## config.mk

```make
export PLATFORM = sky130hd
export DESIGN_NAME = systolic_tile_sched
export DESIGN_NICKNAME = d
export VERILOG_FILES = /design/src/rtl/systolic_tile_sched.sv
export SDC_FILE = /design/constraint.sdc
export NUM_CORES = 1
export LEC_CHECK = 0
export ABC_CLOCK_PERIOD_IN_PS = 4700
export CAP_MARGIN = 30
export CORE_MARGIN = 2
export CORE_UTILIZATION = 59
export CTS_CLUSTER_DIAMETER = 80
export DETAILED_ROUTE_END_ITERATION = 10
export GPL_ROUTABILITY_DRIVEN = 0
export HOLD_SLACK_MARGIN = 0.02
export PLACE_DENSITY = 0.85
export REMOVE_ABC_BUFFERS = 1
export SYNTH_ARGS = -nofsm -noshare
export SYNTH_HDL_FRONTEND = slang
export SYNTH_SLANG_ARGS = --single-unit
```

## constraint.sdc

```tcl
create_clock -name clk -period 4.7 [get_ports clk]
set_clock_uncertainty 0.15 [all_clocks]
set_input_delay 0.705 -clock clk [delete_from_list [all_inputs] [get_ports clk]]
set_output_delay 0.705 -clock clk [all_outputs]
set_load 0.05 [all_outputs]
```

## src/rtl/systolic_tile_sched.sv

```systemverilog
// -----------------------------------------------------------------------------
// systolic_tile_sched
// Job-level tile scheduler for the systolic controller. Accepts one GEMM job
// (M/N/K tile counts), walks the tile loop nest (k innermost, then n, then m),
// and issues one tpu_start per tile along with the tile coordinates, the SRAM
// base addresses and an accumulate flag. Reports job completion or error.
//
// Ports:
//   clk, srstn                    clock, synchronous active-low reset
//   job_valid / job_ready         job descriptor handshake (ready only in IDLE)
//   job_m/n/k_tiles               tile counts, sampled at the handshake
//   tpu_start / tpu_done          per-tile handshake with the systolic controller
//   tile_m/n/k                    current tile indices
//   a_base / b_base / c_base      SRAM base addresses of the current tile
//   accum_en                      0 on the first k step (overwrite C), else 1
//   busy                          high whenever not IDLE
//   job_done / job_err            one-cycle completion pulse and its error flag
//
// Optional build macro: TILE_SCHED_TIMEOUT_EN enables a WAIT_DONE watchdog of
// TIMEOUT_CYCLES cycles that aborts the job with job_err set.
// -----------------------------------------------------------------------------
module systolic_tile_sched #(
    parameter int unsigned TILE_DIM_W     = 6,
    parameter int unsigned ADDR_W         = 10,
    parameter int unsigned A_TILE_WORDS   = 8,
    parameter int unsigned B_TILE_WORDS   = 8,
    parameter int unsigned C_TILE_WORDS   = 8,
    parameter int unsigned TIMEOUT_CYCLES = 1023
) (
    input  logic                  clk,
    input  logic                  srstn,
    input  logic                  job_valid,
    output logic                  job_ready,
    input  logic [TILE_DIM_W-1:0] job_m_tiles,
    input  logic [TILE_DIM_W-1:0] job_n_tiles,
    input  logic [TILE_DIM_W-1:0] job_k_tiles,
    output logic                  tpu_start,
    input  logic                  tpu_done,
    output logic [TILE_DIM_W-1:0] tile_m,
    output logic [TILE_DIM_W-1:0] tile_n,
    output logic [TILE_DIM_W-1:0] tile_k,
    output logic [ADDR_W-1:0]     a_base,
    output logic [ADDR_W-1:0]     b_base,
    output logic [ADDR_W-1:0]     c_base,
    output logic                  accum_en,
    output logic                  busy,
    output logic                  job_done,
    output logic                  job_err
);

    localparam logic [2:0] S_IDLE    = 3'd0;
    localparam logic [2:0] S_ISSUE   = 3'd1;
    localparam logic [2:0] S_WAIT    = 3'd2;
    localparam logic [2:0] S_ADVANCE = 3'd3;
    localparam logic [2:0] S_FINISH  = 3'd4;

    localparam logic [ADDR_W-1:0]     A_STEP = ADDR_W'(A_TILE_WORDS);
    localparam logic [ADDR_W-1:0]     B_STEP = ADDR_W'(B_TILE_WORDS);
    localparam logic [ADDR_W-1:0]     C_STEP = ADDR_W'(C_TILE_WORDS);
    localparam logic [TILE_DIM_W-1:0] ONE    = TILE_DIM_W'(1);

    logic [2:0]            state, state_nx;
    logic [TILE_DIM_W-1:0] mt, nt, kt, mt_nx, nt_nx, kt_nx;
    logic [TILE_DIM_W-1:0] m_nx, n_nx, k_nx;
    logic [ADDR_W-1:0]     a_nx, b_nx, c_nx;
    // a_row = m*Kt*A (A base of k=0 in the current m row); b_col = n*B;
    // nt_b = Nt*B (B stride per k step)
    logic [ADDR_W-1:0]     a_row, a_row_nx, b_col, b_col_nx, nt_b, nt_b_nx;
    logic                  err_flag, err_flag_nx;
    logic                  accum_nx, start_nx, done_nx, err_nx, ready_nx, busy_nx;
    logic                  k_last_c, n_last_c, m_last_c;

`ifdef TILE_SCHED_TIMEOUT_EN
    localparam int unsigned TO_W = (TIMEOUT_CYCLES > 1) ? $clog2(TIMEOUT_CYCLES) : 1;
    logic [TO_W-1:0] wd_cnt, wd_cnt_nx;
`else
    logic timeout_unused_c;
    assign timeout_unused_c = (TIMEOUT_CYCLES == 0);
`endif

    assign k_last_c = (tile_k == kt - ONE);
    assign n_last_c = (tile_n == nt - ONE);
    assign m_last_c = (tile_m == mt - ONE);

    // Next-state, next-counter and next-output logic
    always_comb begin
        state_nx    = state;
        mt_nx       = mt;
        nt_nx       = nt;
        kt_nx       = kt;
        m_nx        = tile_m;
        n_nx        = tile_n;
        k_nx        = tile_k;
        a_nx        = a_base;
        b_nx        = b_base;
        c_nx        = c_base;
        a_row_nx    = a_row;
        b_col_nx    = b_col;
        nt_b_nx     = nt_b;
        err_flag_nx = err_flag;
        accum_nx    = accum_en;
`ifdef TILE_SCHED_TIMEOUT_EN
        wd_cnt_nx   = wd_cnt;
`endif

        case (state)
            S_IDLE: begin
                if (job_valid && job_ready) begin
                    mt_nx    = job_m_tiles;
                    nt_nx    = job_n_tiles;
                    kt_nx    = job_k_tiles;
                    m_nx     = '0;
                    n_nx     = '0;
                    k_nx     = '0;
                    a_nx     = '0;
                    b_nx     = '0;
                    c_nx     = '0;
                    a_row_nx = '0;
                    b_col_nx = '0;
                    nt_b_nx  = ADDR_W'(job_n_tiles) * B_STEP;
                    accum_nx = 1'b0;
                    // An empty job passes once through ADVANCE so that its
                    // done lands two cycles after the handshake.
                    if (job_m_tiles == '0 || job_n_tiles == '0 || job_k_tiles == '0) begin
                        err_flag_nx = 1'b1;
                        state_nx    = S_ADVANCE;
                    end else begin
                        err_flag_nx = 1'b0;
                        state_nx    = S_ISSUE;
                    end
                end
            end
            S_ISSUE: begin
                state_nx = S_WAIT;
`ifdef TILE_SCHED_TIMEOUT_EN
                wd_cnt_nx = '0;
`endif
            end
            S_WAIT: begin
                if (tpu_done) begin
                    state_nx = S_ADVANCE;
                end
`ifdef TILE_SCHED_TIMEOUT_EN
                else if (wd_cnt == TO_W'(TIMEOUT_CYCLES - 1)) begin
                    state_nx    = S_FINISH;
                    err_flag_nx = 1'b1;
                end else begin
                    wd_cnt_nx = wd_cnt + TO_W'(1);
                end
`endif
            end
            S_ADVANCE: begin
                if (err_flag || (k_last_c && n_last_c && m_last_c)) begin
                    state_nx = S_FINISH;
                end else begin
                    state_nx = S_ISSUE;
                    if (!k_last_c) begin
                        k_nx = tile_k + ONE;
                        a_nx = a_base + A_STEP;
                        b_nx = b_base + nt_b;
                    end else begin
                        // C tiles are visited linearly: one step per k wrap
                        k_nx = '0;
                        c_nx = c_base + C_STEP;
                        if (!n_last_c) begin
                            n_nx     = tile_n + ONE;
                            a_nx     = a_row;
                            b_col_nx = b_col + B_STEP;
                            b_nx     = b_col + B_STEP;
                        end else begin
                            // Next m row starts right after the last A tile
                            n_nx     = '0;
                            m_nx     = tile_m + ONE;
                            b_col_nx = '0;
                            b_nx     = '0;
                            a_nx     = a_base + A_STEP;
                            a_row_nx = a_base + A_STEP;
                        end
                    end
                    accum_nx = (k_nx != '0);
                end
            end
            S_FINISH: begin
                state_nx = S_IDLE;
            end
            default: begin
                state_nx = S_IDLE;
            end
        endcase

        start_nx = (state_nx == S_ISSUE);
        done_nx  = (state_nx == S_FINISH);
        err_nx   = (state_nx == S_FINISH) && err_flag_nx;
        ready_nx = (state_nx == S_IDLE);
        busy_nx  = (state_nx != S_IDLE);
    end

    // State and registered outputs
    always_ff @(posedge clk) begin
        if (!srstn) begin
            state     <= S_IDLE;
            mt        <= '0;
            nt        <= '0;
            kt        <= '0;
            tile_m    <= '0;
            tile_n    <= '0;
            tile_k    <= '0;
            a_base    <= '0;
            b_base    <= '0;
            c_base    <= '0;
            a_row     <= '0;
            b_col     <= '0;
            nt_b      <= '0;
            err_flag  <= 1'b0;
            accum_en  <= 1'b0;
            tpu_start <= 1'b0;
            job_done  <= 1'b0;
            job_err   <= 1'b0;
            job_ready <= 1'b1;
            busy      <= 1'b0;
`ifdef TILE_SCHED_TIMEOUT_EN
            wd_cnt    <= '0;
`endif
        end else begin
            state     <= state_nx;
            mt        <= mt_nx;
            nt        <= nt_nx;
            kt        <= kt_nx;
            tile_m    <= m_nx;
            tile_n    <= n_nx;
            tile_k    <= k_nx;
            a_base    <= a_nx;
            b_base    <= b_nx;
            c_base    <= c_nx;
            a_row     <= a_row_nx;
            b_col     <= b_col_nx;
            nt_b      <= nt_b_nx;
            err_flag  <= err_flag_nx;
            accum_en  <= accum_nx;
            tpu_start <= start_nx;
            job_done  <= done_nx;
            job_err   <= err_nx;
            job_ready <= ready_nx;
            busy      <= busy_nx;
`ifdef TILE_SCHED_TIMEOUT_EN
            wd_cnt    <= wd_cnt_nx;
`endif
        end
    end

endmodule

```

==> reports/results.ini, run 1 <==
[clock_network]
cts_tree = built
cts_htree_levels = 3
cts_hold_buf = 0
cts_inserted_buffers = 9
postCtsSetupBuffers = 0
cts_root_buffer = clkbuf_8
clock_sinks = 93
clk_pin_slew_ps = 110
cts_resized = 0
cts.path.max_buffers = 2
clock_latency_ps = 370

[global_route]
gr-max-usage-layer = met2
grt_start_max_net_pins = 44
grt_use_met2 = 0.498
overflow = 0
grt_pass1_vias = 4527
use_met3 = 0.0493
antenna_found_initial = 0
grtUsageTotal = 0.296
gr-usage-met1 = 0.375
grt_pass1_wl_microns = 21500

[pwr]
power_density_mw_per_mm2 = 295
p_leak_nw = 2.19
peakVddDrop_v = 0.000220

[critical_path]
worst-path-buf-inv = 1
end_kind = register
r2r_setup_slack_ps = 1320
arrival_ps = 3540
start_kind = register
r2r-end = a_base[8]
worstPathCellList = inv_1 > ha_1 > nand2b_1 > o211a_1 > o31ai_2 > nand4_2 > o22ai_2 > mux2_2 > o22ai_1
cp_top_family = compound AO/OA/AOI/OAI gates
worst-setup-path-type = reg2reg
rr_worst_depth = 9
cp.required_ps = 4860
cp_max_fo = 19
slowest_stage = o22ai_2
critPathMaxStageDelay_ps = 790
r2r-start = kt[0]

[floorplanning]
die_w_microns = 96.1
initial_utilization = 0.609
num_rows = 33
die_area_sq_mm = 0.00923
die_y_microns = 96.1
pin_count = 76
core_area_sq_mm = 0.00822

[sta]
final_max_slew_viol_count = 0
hold_viol = 0
rsz0062_at_grt = false
worst_slack_ps = 1320
tns_ps = 0
finalSetupViolCount = 0
fin_crit_sh = 0.719
max_slew_margin = 0.295
post-route-min-period_ps = 3380
max_freq_mhz = 296
worst_slew_pin_slew_ps = 1050

[placed_design]
place.port_buffers = 72
placed_area_sq_mm = 0.00576
post-place-ws_ps = 1200
dp_cells = 762
place_hpwl_microns = 9470

[detailed_routing]
ant_nets = 0
drc = 0
drt_iter0_markers = 422
wire_per_inst_microns = 16.9
drt-total-wl_microns = 13200
first_pass_iters = 5
avgViaCountPerCell = 6.19
num_vias = 4819

[worst_hold_path]
min_to = accum_en
hp-start = accum_en
whs_path_depth = 2
hold_path.class = reg2reg

[synth]
synthSimpleGateAreaFrac = 0.260
synth_top_family_by_area = simple AND/OR/NAND/NOR gates
syn-instance-count = 611
synth_top_area_frac = 0.372
synth-compound-area-share = 0.190
yosysMostFrequentCell = dfxtp_1
avgSynthCellArea_sq_um = 8.19
netlist_area_sq_mm = 0.00500
ys_warn_count = 0
ys_types = 71
synth_xor_area_frac = 0.0560
muxShareOfSynthArea = 0.0265
synthAdderAreaFrac = 0.0415
ys_seq_area_frac = 0.372
ys_top_cells_by_area = dfxtp_1 37%, nand2_1 6.9%, a21oi_1 4.5%
async_flop_share = 0
synth-edff-count = 0
synth-seq-cells = 93
yosys.area.top_type = dfxtp_1
synth_flop_cell = dfxtp_1
synthTopCellsByCount = 93 x dfxtp_1, 92 x nand2_1, 45 x a21oi_1, 31 x nand3_1, 30 x nor2_1

[final_layout]
synthToLayoutAreaGrowth_pct = 19.0
design_area_sq_mm = 0.00595
layoutNonFillerInstCount = 778
final_nets = 706
diodes = 0
drive_above_1_share = 0.0594

[run]
max-cap-violations = 0

[outcome]
status = complete, no violations

report_power, final:
part / switching (mW) / internal, mW
logic: 0.233 / 0.142
clock network: 0.317 / 0.204
registers: 0.0425 / 0.820
total: 0.592 / 1.17
per-stage QoR:
step | util | power [mW] | hold slack (ps)
after floorplan | - | 1.12 | 277
after global placement | 0.700 | 1.24 | 290
after detailed placement | 0.701 | 1.25 | 295
after CTS | 0.725 | 1.76 | 315
after global routing | 0.725 | 1.84 | 337
final | 0.725 | 1.76 | 317
final cells by class:
class	instances	area (sq um)
sequential	93	1860
timing repair buffer	82	796
inverter	22	82.6
multi-input combinational	460	2890
clock inverter	7	68.8
clock buffer	9	124
tap	105	131
fill	663	2260
layer usage:
metal	part of all wire	up-vias
li1	-	2311
met1	0.43	2271
met2	0.48	201
met3	0.064	36
met4	0.026	0
met5	0	-
how the worst max path moves through the flow:
stage | start | endpoint | slack (ps) | cells after the start
6_report | kt[0] | a_base[8] | 1320 | 9
5_1_grt | kt[0] | a_base[8] | 1120 | 9
4_1_cts | kt[0] | a_base[8] | 1340 | 9
3_5_place_dp | job_valid | tile_n[4] | 1200 | 7
3_3_place_gp | job_valid | b_col[7] | 1270 | 7
2_1_floorplan | job_valid | a_base[7] | 50 | 5
cells by family after synthesis:
kind of cell | after synthesis
xor gates and xnor gates | 32
buffers and inverters | 60
DFF | 93
and+or+nand+nor | 256
muxes | 13
adders and majority gates | 16
other | 1
AOI/OAI and AO/OA | 140
worst min-delay path: stages (launching register included):
cell     delay, ps
dfxtp_1        330
nand2_1         50
a21oi_1         50
registers in the layout (all words and copies together) (netlist names), 3 cells and up:
signal  cells
a_base     10
a_row      10
b_base     10
b_col      10
c_base      7
kt          6
mt          6
nt          6
tile_k      6
tile_m      6
tile_n      6
state       3
cell usage in the layout (no fill, tap or decap), types with 11 or more instances in the layout:
cell | synthesis | routed
inv_1 | 22 | 22
nor2_1 | 30 | 30
dfxtp_1 | 93 | 93
nand3_1 | 31 | 31
clkdlybuf4s50_1 | 0 | 72
nor3_1 | 18 | 18
a21oi_1 | 45 | 45
xor2_1 | 20 | 20
or3_1 | 11 | 11
ha_1 | 15 | 15
mux2i_1 | 11 | 11
o21ai_0 | 23 | 23
xnor2_1 | 12 | 12
nand2_1 | 92 | 92
nand4_1 | 12 | 12
Power figures use the tool's default switching activity.
==> run 2: changes to the inputs <==
Settings changed: ABC_CLOCK_PERIOD_IN_PS 4700 to 3120, CORE_UTILIZATION 59 to 54, PLACE_DENSITY 0.85 to 0.79.
Clock period 4.7 ns to 3.12 ns, I/O delays scaled along.
==> reports/results.ini, run 2 (same netlist as run 1, synthesis figures left out) <==
[pwr]
p_leak_nw = 2.26
peakVddDrop_v = 0.000239
power_density_mw_per_mm2 = 445

[detailed_routing]
avgViaCountPerCell = 6.11
ant_nets = 0
drt_iter0_markers = 271
wire_per_inst_microns = 16.9
drc = 0
drt-total-wl_microns = 13500
num_vias = 4874
first_pass_iters = 7

[critical_path]
cp.required_ps = 3240
cp_top_family = compound AO/OA/AOI/OAI gates
cp_max_fo = 15
worst-path-buf-inv = 3
arrival_ps = 3030
worst-setup-path-type = reg2reg
worstPathCellList = inv_1 > ha_1 > nand2b_1 > o211a_1 > o31ai_1 > buf_4 > nand4_2 > o22ai_2 > buf_4 > nand2b_1 > and4b_1
slowest_stage = dfxtp_1
start_kind = register
end_kind = register
critPathMaxStageDelay_ps = 440

[global_route]
overflow = 0
grtUsageTotal = 0.280
grt_pass1_vias = 4715
grt_start_max_net_pins = 44
grt_pass1_wl_microns = 22600
antenna_found_initial = 0

[clock_network]
clk_pin_slew_ps = 90
clock_latency_ps = 370
cts.path.max_buffers = 2
cts_htree_levels = 3
clock_sinks = 93
cts_inserted_buffers = 9
cts_root_buffer = clkbuf_8
cts_tree = built

[floorplanning]
die_w_microns = 100
core_area_sq_mm = 0.00911
pin_count = 76
die_y_microns = 100
num_rows = 35
initial_utilization = 0.549
die_area_sq_mm = 0.0100

[final_layout]
diodes = 0
final_nets = 720
mostFrequentLayoutCell = dfxtp_1
drive_above_1_share = 0.0757
layout_common_cells = 93 x dfxtp_1, 92 x nand2_1, 72 x clkdlybuf4s50_1
synthToLayoutAreaGrowth_pct = 21.3
utilization = 0.666

[run]
max-cap-violations = 0

[sta]
worst_slew_pin_slew_ps = 1030
post-route-min-period_ps = 2910
fin_crit_sh = 0.934
finalSetupViolCount = 0
hold_ws_ps = 309
max_slew_margin = 0.314
final_max_slew_viol_count = 0
worst_slack_ps = 206
hold_viol = 0
max_freq_mhz = 343
rsz0062_at_grt = true

[outcome]
status = complete, no violations

[placed_design]
place_hpwl_microns = 9780
post-place-ws_ps = 199
place.port_buffers = 72

[worst_hold_path]
hold_path.class = reg2reg

[run 2: path summary, 6_finish.rpt]
check / endpoint / slack [ps] / cells after the start / start
worst max-delay path: tpu_start / 210 / 11 / nt[0]
worst min-delay path: accum_en / 310 / 2 / accum_en
worst max register to register: tpu_start / 210 / 11 / nt[0]
worst min register to register: accum_en / 310 / 2 / accum_en
[run 2: tightest hold or removal path: cells and delay by family (launching register included)]
family	cells	cell delay [ps]
compound gates	1	50
simple gates	1	50
flops	1	320
[run 2: layout make-up]
cell class	instances	area [sq um]
Multi-Input combinational cell	460	2890
Clock buffer	11	131
Clock inverter	5	60.1
Timing Repair Buffer	96	901
Inverter	22	82.6
Fill cell	775	3040
Tap cell	111	139
Sequential cell	93	1860
[run 2: power by group]
| part | internal (mW) | total, mW | switching (mW) |
|---|---|---|---|
| logic | 0.235 | 0.592 | 0.357 |
| clock network | 0.374 | 0.811 | 0.437 |
| registers | 1.24 | 1.30 | 0.0640 |
| total | 1.84 | 2.70 | 0.858 |
[run 2: stage by stage]
stage          TNS [ps]  cell area, sq um  power [mW]  cells
4_1_cts               0              6070        2.70    798
3_5_place_dp          0              5870        1.91    782
5_1_grt           -5.35              6070        2.83    798
6_report              0              6070        2.70    798
2_1_floorplan    -46140              4830        1.69    575
3_3_place_gp          0              5870        1.89    782
[run 2: repair_timing]
item,CTS,global route
setup endpoints to repair,0,1
hold buffers,0,0
gates resized for setup,0,0
buffers inserted,0,0
[run 2: routing by layer]
layer | track usage | vias to the layer above | part of all wire
met3 | 0.0467 | 38 | 0.061
met1 | 0.358 | 2314 | 0.43
li1 | - | 2336 | -
met4 | 0.107 | 0 | 0.027
met2 | 0.471 | 186 | 0.48
met5 | 0 | - | 0
==> edit 1: new RTL, config.mk and constraints of run 1 <==
Build with the macro `TILE_SCHED_TIMEOUT_EN` defined.
--- a/src/rtl/systolic_tile_sched.sv
+++ b/src/rtl/systolic_tile_sched.sv
@@ -20,4 +20,6 @@
 // TIMEOUT_CYCLES cycles that aborts the job with job_err set.
 // -----------------------------------------------------------------------------
+`define TILE_SCHED_TIMEOUT_EN
+
 module systolic_tile_sched #(
     parameter int unsigned TILE_DIM_W     = 6,
Formal check against the unedited RTL: no difference found for any inputs over 4 cycles, from zero or initial values and one cycle with srstn low; that may be too few to reach the edited logic, so the function may still have changed.
==> edit 1 against run 1 <==
  * Via count is 12% higher
  * Setup slack worse by 29 ps
  * Cell area is 7.8% higher
  * Core utilization is 0.45 points higher
  * Sequential cell count is 10 higher
  * Synthesized area is 7.8% higher
  * Wire length is 12% higher
  * Sequential share of layout area is 0.85 points higher
Power is not compared: it rests on default switching activity, and its combinational part moved more than twofold at a synthesized area within 25%.
==> edit 1: results (changes against run 1) <==
[grt] number of global-route vias before repair 5096 [+13%]
[route] detailed router's first-iteration violation count 457 [+8.3%]
[cells_and_area] number of filler cells placed in the layout 676 [+2.0%]
[critical_path] capture instance of the worst register-to-register path a_base[9]
[status] run status complete, no violations
[route] met1 wire length 6168 um [+9.4%]
[route] met2 routed wirelength 6896 um [+8.6%]
[place] pre-CTS worst setup slack 1302 ps [+101.0 ps]
[power_and_ir_drop] Lkg Pwr 2.327 nW
[timing] Setup Total Neg Slack 0 ps [unchanged]
[synthesis] distinct cell type count of the synthesized netlist 67 [-5.6%]
[min_path] endpoint of the worst hold-timing path b_base[2]
[grt] met2 track demand over resource in global routing 0.4880 [-0.009639]
[critical_path] number of cells traversed by the worst register-to-register path 9 [unchanged]
[cells_and_area] NumNets Final 771 [+9.2%]
[synthesis] commonest cells in the netlist sky130_fd_sc_hd__dfxtp_1 (103), sky130_fd_sc_hd__nand2_1 (85), sky130_fd_sc_hd__a21oi_1 (59), sky130_fd_sc_hd__nor2_1 (44), sky130_fd_sc_hd__nand3_1 (33)
[critical_path] worst reg2reg setup slack 1290 ps [-30 ps]
[place] HPWL Detailed 10470 um [+11%]
[grt] number of antenna violations at the first check in global routing 0 [unchanged]
[grt] Global Route met3 Usage 0.04216 [-0.007170]
[route] number of vias per cell after detailed routing 6.383 [+3.0%]
[synthesis] synth top area cells sky130_fd_sc_hd__dfxtp_1 (38%), sky130_fd_sc_hd__nand2_1 (5.9%), sky130_fd_sc_hd__a21oi_1 (5.5%)
[timing] Worst Max-Slew Pin Slew 1066 ps [+12.80 ps]
[min_path] hold path startpoint b_base[2]
[place] instance area after placement 6208 um^2 [+7.8%]
[critical_path] critical path data arrival time 3570 ps [+30 ps]
[grt] pin count of the biggest net entering global routing 46 [+4.5%]
[route] Detailed Routing Iterations Pass 1 8 [+3]
[route] via count 5387 [+12%]
[synthesis] sequential share of the synthesized area 0.3825 [+0.01027]
[grt] overall fraction of global-route tracks in use 0.3002 [+0.004284]
[grt] wire length of the first global-routing pass 24040 um [+12%]
[grt] met1 Track Usage GR 0.3963 [+0.02141]
[timing] hold slack 313.0 ps [-4.400 ps]
[place] dpl cells 828 [+8.7%]
[synthesis] syn avg cell area 8.059 um^2 [-1.6%]
[critical_path] timing endpoint of the critical path a_base[9]
[cells_and_area] proportion of layout cells with a drive suffix above 1 0.05027 [-0.009164]
[cts] clock network latency to the later pin of the worst-skew pair 390 ps [+20 ps]
[route] Routed WL 14740 um [+12%]
[synthesis] number of warning messages in the yosys log 0 [unchanged]
[edit 1: cell types whose count changed in the layout (fill, tap and decap cells not counted), moves of 8 or more]
| cell | before | now |
|---|---|---|
| sky130_fd_sc_hd__mux2i_1 | 11 | 1 |
| sky130_fd_sc_hd__a21oi_1 | 45 | 59 |
| sky130_fd_sc_hd__xnor2_1 | 12 | 20 |
| sky130_fd_sc_hd__nand2b_1 | 9 | 1 |
| sky130_fd_sc_hd__nor2_1 | 30 | 44 |
| sky130_fd_sc_hd__dfxtp_1 | 93 | 103 |
[edit 1: power groups by stage]
stage               logic [mW]  registers, mW  clock network (mW)
floorplan                0.544           1.15                   0
global placement         0.900           1.07                   0
detailed placement       0.928           1.08                   0
CTS                      0.935           1.06               0.604
global route              1.04           1.07               0.639
finish                   0.949           1.06               0.605
[edit 1: worst max-delay path: stages, from the launching register on]
cell and delay, ps:
sky130_fd_sc_hd__dfxtp_1 410, sky130_fd_sc_hd__inv_1 60, sky130_fd_sc_hd__ha_1 230, sky130_fd_sc_hd__nor2b_1 130, sky130_fd_sc_hd__or3_1 370, sky130_fd_sc_hd__a31oi_1 330
sky130_fd_sc_hd__nand3_1 240, sky130_fd_sc_hd__nor3_1 880, sky130_fd_sc_hd__o211ai_1 280, sky130_fd_sc_hd__a31oi_1 240
[edit 1: kinds of logic after synthesis]
kind of cell | synth area share
and+or+nand+nor | 0.2632
xor gates and xnor gates | 0.05779
buffers and inverters | 0.04247
AOI/OAI and AO/OA | 0.2063
other | 0.0006955
DFF | 0.3825
muxes | 0.003945
adders and majority gates | 0.04316
[edit 1: cell type report]
class | instances | area share
clock buffer | 9 | 0.01929
multi-input combinational | 512 | 0.4850
sequential | 103 | 0.3211
tap | 108 | 0.02104
clock inverter | 7 | 0.01383
inverter | 19 | 0.01111
timing repair buffer | 86 | 0.1286
==> edit 2: new RTL, config.mk and constraints of run 1 <==
Without the edit above. Put one more register stage on the output `job_err`, cleared by the reset. The value now appears one clock later. The other outputs are not delayed to match. Comments in the files are not updated.
--- a/src/rtl/systolic_tile_sched.sv
+++ b/src/rtl/systolic_tile_sched.sv
@@ -60,4 +60,6 @@
     localparam logic [TILE_DIM_W-1:0] ONE    = TILE_DIM_W'(1);
 
+    logic job_err_s0;
+
     logic [2:0]            state, state_nx;
     logic [TILE_DIM_W-1:0] mt, nt, kt, mt_nx, nt_nx, kt_nx;
@@ -216,5 +218,5 @@
             tpu_start <= 1'b0;
             job_done  <= 1'b0;
-            job_err   <= 1'b0;
+            job_err_s0 <= 1'b0;
             job_ready <= 1'b1;
             busy      <= 1'b0;
@@ -240,5 +242,5 @@
             tpu_start <= start_nx;
             job_done  <= done_nx;
-            job_err   <= err_nx;
+            job_err_s0 <= err_nx;
             job_ready <= ready_nx;
             busy      <= busy_nx;
@@ -249,4 +251,12 @@
     end
 
+    always_ff @(posedge clk) begin
+        if (!srstn) begin
+            job_err <= '0;
+        end else begin
+            job_err <= job_err_s0;
+        end
+    end
+
 endmodule
 
Behaviour: not the same (Yosys sat finds a counterexample within 4 cycles, from zero or initial values and one cycle with srstn low).
==> edit 2 against run 1 <==
  * Total power rose by 4.6%
  * Critical endpoint is now busy
  * Setup slack lost 180 ps
  * Global-route usage grew 0.28 points
  * Cell area is 1.0% lower
  * Synthesized cell count decreased by 0.98%
  * Critical path type unchanged
  * Wire length decreased by 1.0%
  * Sequential cell count grew 1
  * Synthesized area down 1.3%
  * Cell count fell by 0.51%
==> edit 2: results (changes against run 1) <==
[timing] worst rel slew slack 0.2871 [-0.008413]
[grt] pin count of the biggest net entering global routing 51 [+16%]
[place] HPWL Detailed 9336 um [-1.4%]
[status] run status complete, no violations
[critical_path] largest stage delay on the critical path 620 ps [-170 ps]
[grt] met1 Track Usage GR 0.3773 [+0.002406]
[power_and_ir_drop] Lkg Pwr 2.072 nW [-5.4%]
[power_and_ir_drop] worst supply voltage drop on vdd 202.5 uV [-7.9%]
[route] met1 wire length 5526 um [-2.0%]
[grt] wire length of the first global-routing pass 21300 um [-0.71%]
[timing] hold slack 296.7 ps [-20.66 ps]
[power_and_ir_drop] Internal Dissipation 1.263 mW [+8.4%]
[grt] met2 track demand over resource in global routing 0.5053 [+0.007597]
[route] post-DR wirelength/cell 16.86 um [-0.50%]
[cells_and_area] proportion of layout cells with a drive suffix above 1 0.07922 [+0.01979]
[critical_path] launch point of the critical path mt[0]
[min_path] hold path startpoint job_err_s0
[critical_path] maximum fanout count along the critical path 15 [-4]
[synthesis] mux share of post-synthesis cell area 0.006334 [-0.02018]
[critical_path] number of cells traversed by the worst register-to-register path 7 [-2]
[synthesis] adder-cell area share of the yosys netlist 0.04206 [+0.0005365]
[critical_path] critical path data arrival time 3680 ps [+140 ps]
[synthesis] synth top area cells sky130_fd_sc_hd__dfxtp_1 (38%), sky130_fd_sc_hd__nand2_1 (6.0%), sky130_fd_sc_hd__a21oi_1 (5.1%)
[synthesis] commonest cells in the netlist sky130_fd_sc_hd__dfxtp_1 (94), sky130_fd_sc_hd__nand2_1 (79), sky130_fd_sc_hd__a21oi_1 (50), sky130_fd_sc_hd__nor2_1 (37), sky130_fd_sc_hd__nand3_1 (36)
[cts] Clock Pin Slew Worst Setup and Hold Paths 90 ps [-20 ps]
[route] routed length on met3 856 um [+0.71%]
[critical_path] worst reg2reg setup slack 1140 ps [-180 ps]
[critical_path] cell with the biggest individual delay on the critical path sky130_fd_sc_hd__a2111oi_2
[synthesis] distinct cell type count of the synthesized netlist 67 [-5.6%]
[place] instance area after placement 5679 um^2 [-1.4%]
[route] met2 routed wirelength 6473 um [+2.0%]
[min_path] endpoint of the worst hold-timing path job_err
[cells_and_area] NumNets Final 702 [-0.57%]
[synthesis] area share of xor/xnor cells in the synthesized design 0.05498 [-0.001050]
[min_path] number of instances on the worst hold path 1 [-1]
[synthesis] Synth Area in Compound Gates 0.2019 [+0.01208]
[cells_and_area] number of filler cells placed in the layout 618 [-6.8%]
[grt] Global Route met3 Usage 0.05771 [+0.008373]
[route] Detailed Routing Iterations Pass 1 6 [+1]
[route] detailed router's first-iteration violation count 415 [-1.7%]
==> edit 2: power groups by stage <==
stage          Clock [mW]  Sequential [mW]  Combinational [mW]
2_1_floorplan           0            0.901               0.228
3_3_place_gp            0            0.878               0.374
3_5_place_dp            0            0.880               0.384
4_1_cts             0.586            0.861               0.386
5_1_grt             0.615            0.866               0.426
6_report            0.586            0.861               0.391
==> edit 2: cell type report <==
type	count	area, um^2	area share
timing repair buffer	82	793.3	0.1346
multi-input combinational	465	2828	0.4797
tap	105	131.4	0.02229
sequential	94	1882	0.3193
clock buffer	11	131.4	0.02229
clock inverter	5	83.83	0.01422
inverter	12	45.04	0.007642
==> edit 2: per-stage QoR <==
stage            util  power, mW  worst slack, ps  std cells
5_1_grt        0.7210      1.907            988.4        774
6_report       0.7210      1.838             1139        774
3_3_place_gp   0.6941      1.252             1057        757
3_5_place_dp   0.6947      1.263            982.1        758
4_1_cts        0.7210      1.833             1212        774
2_1_floorplan       -      1.130            369.1        571
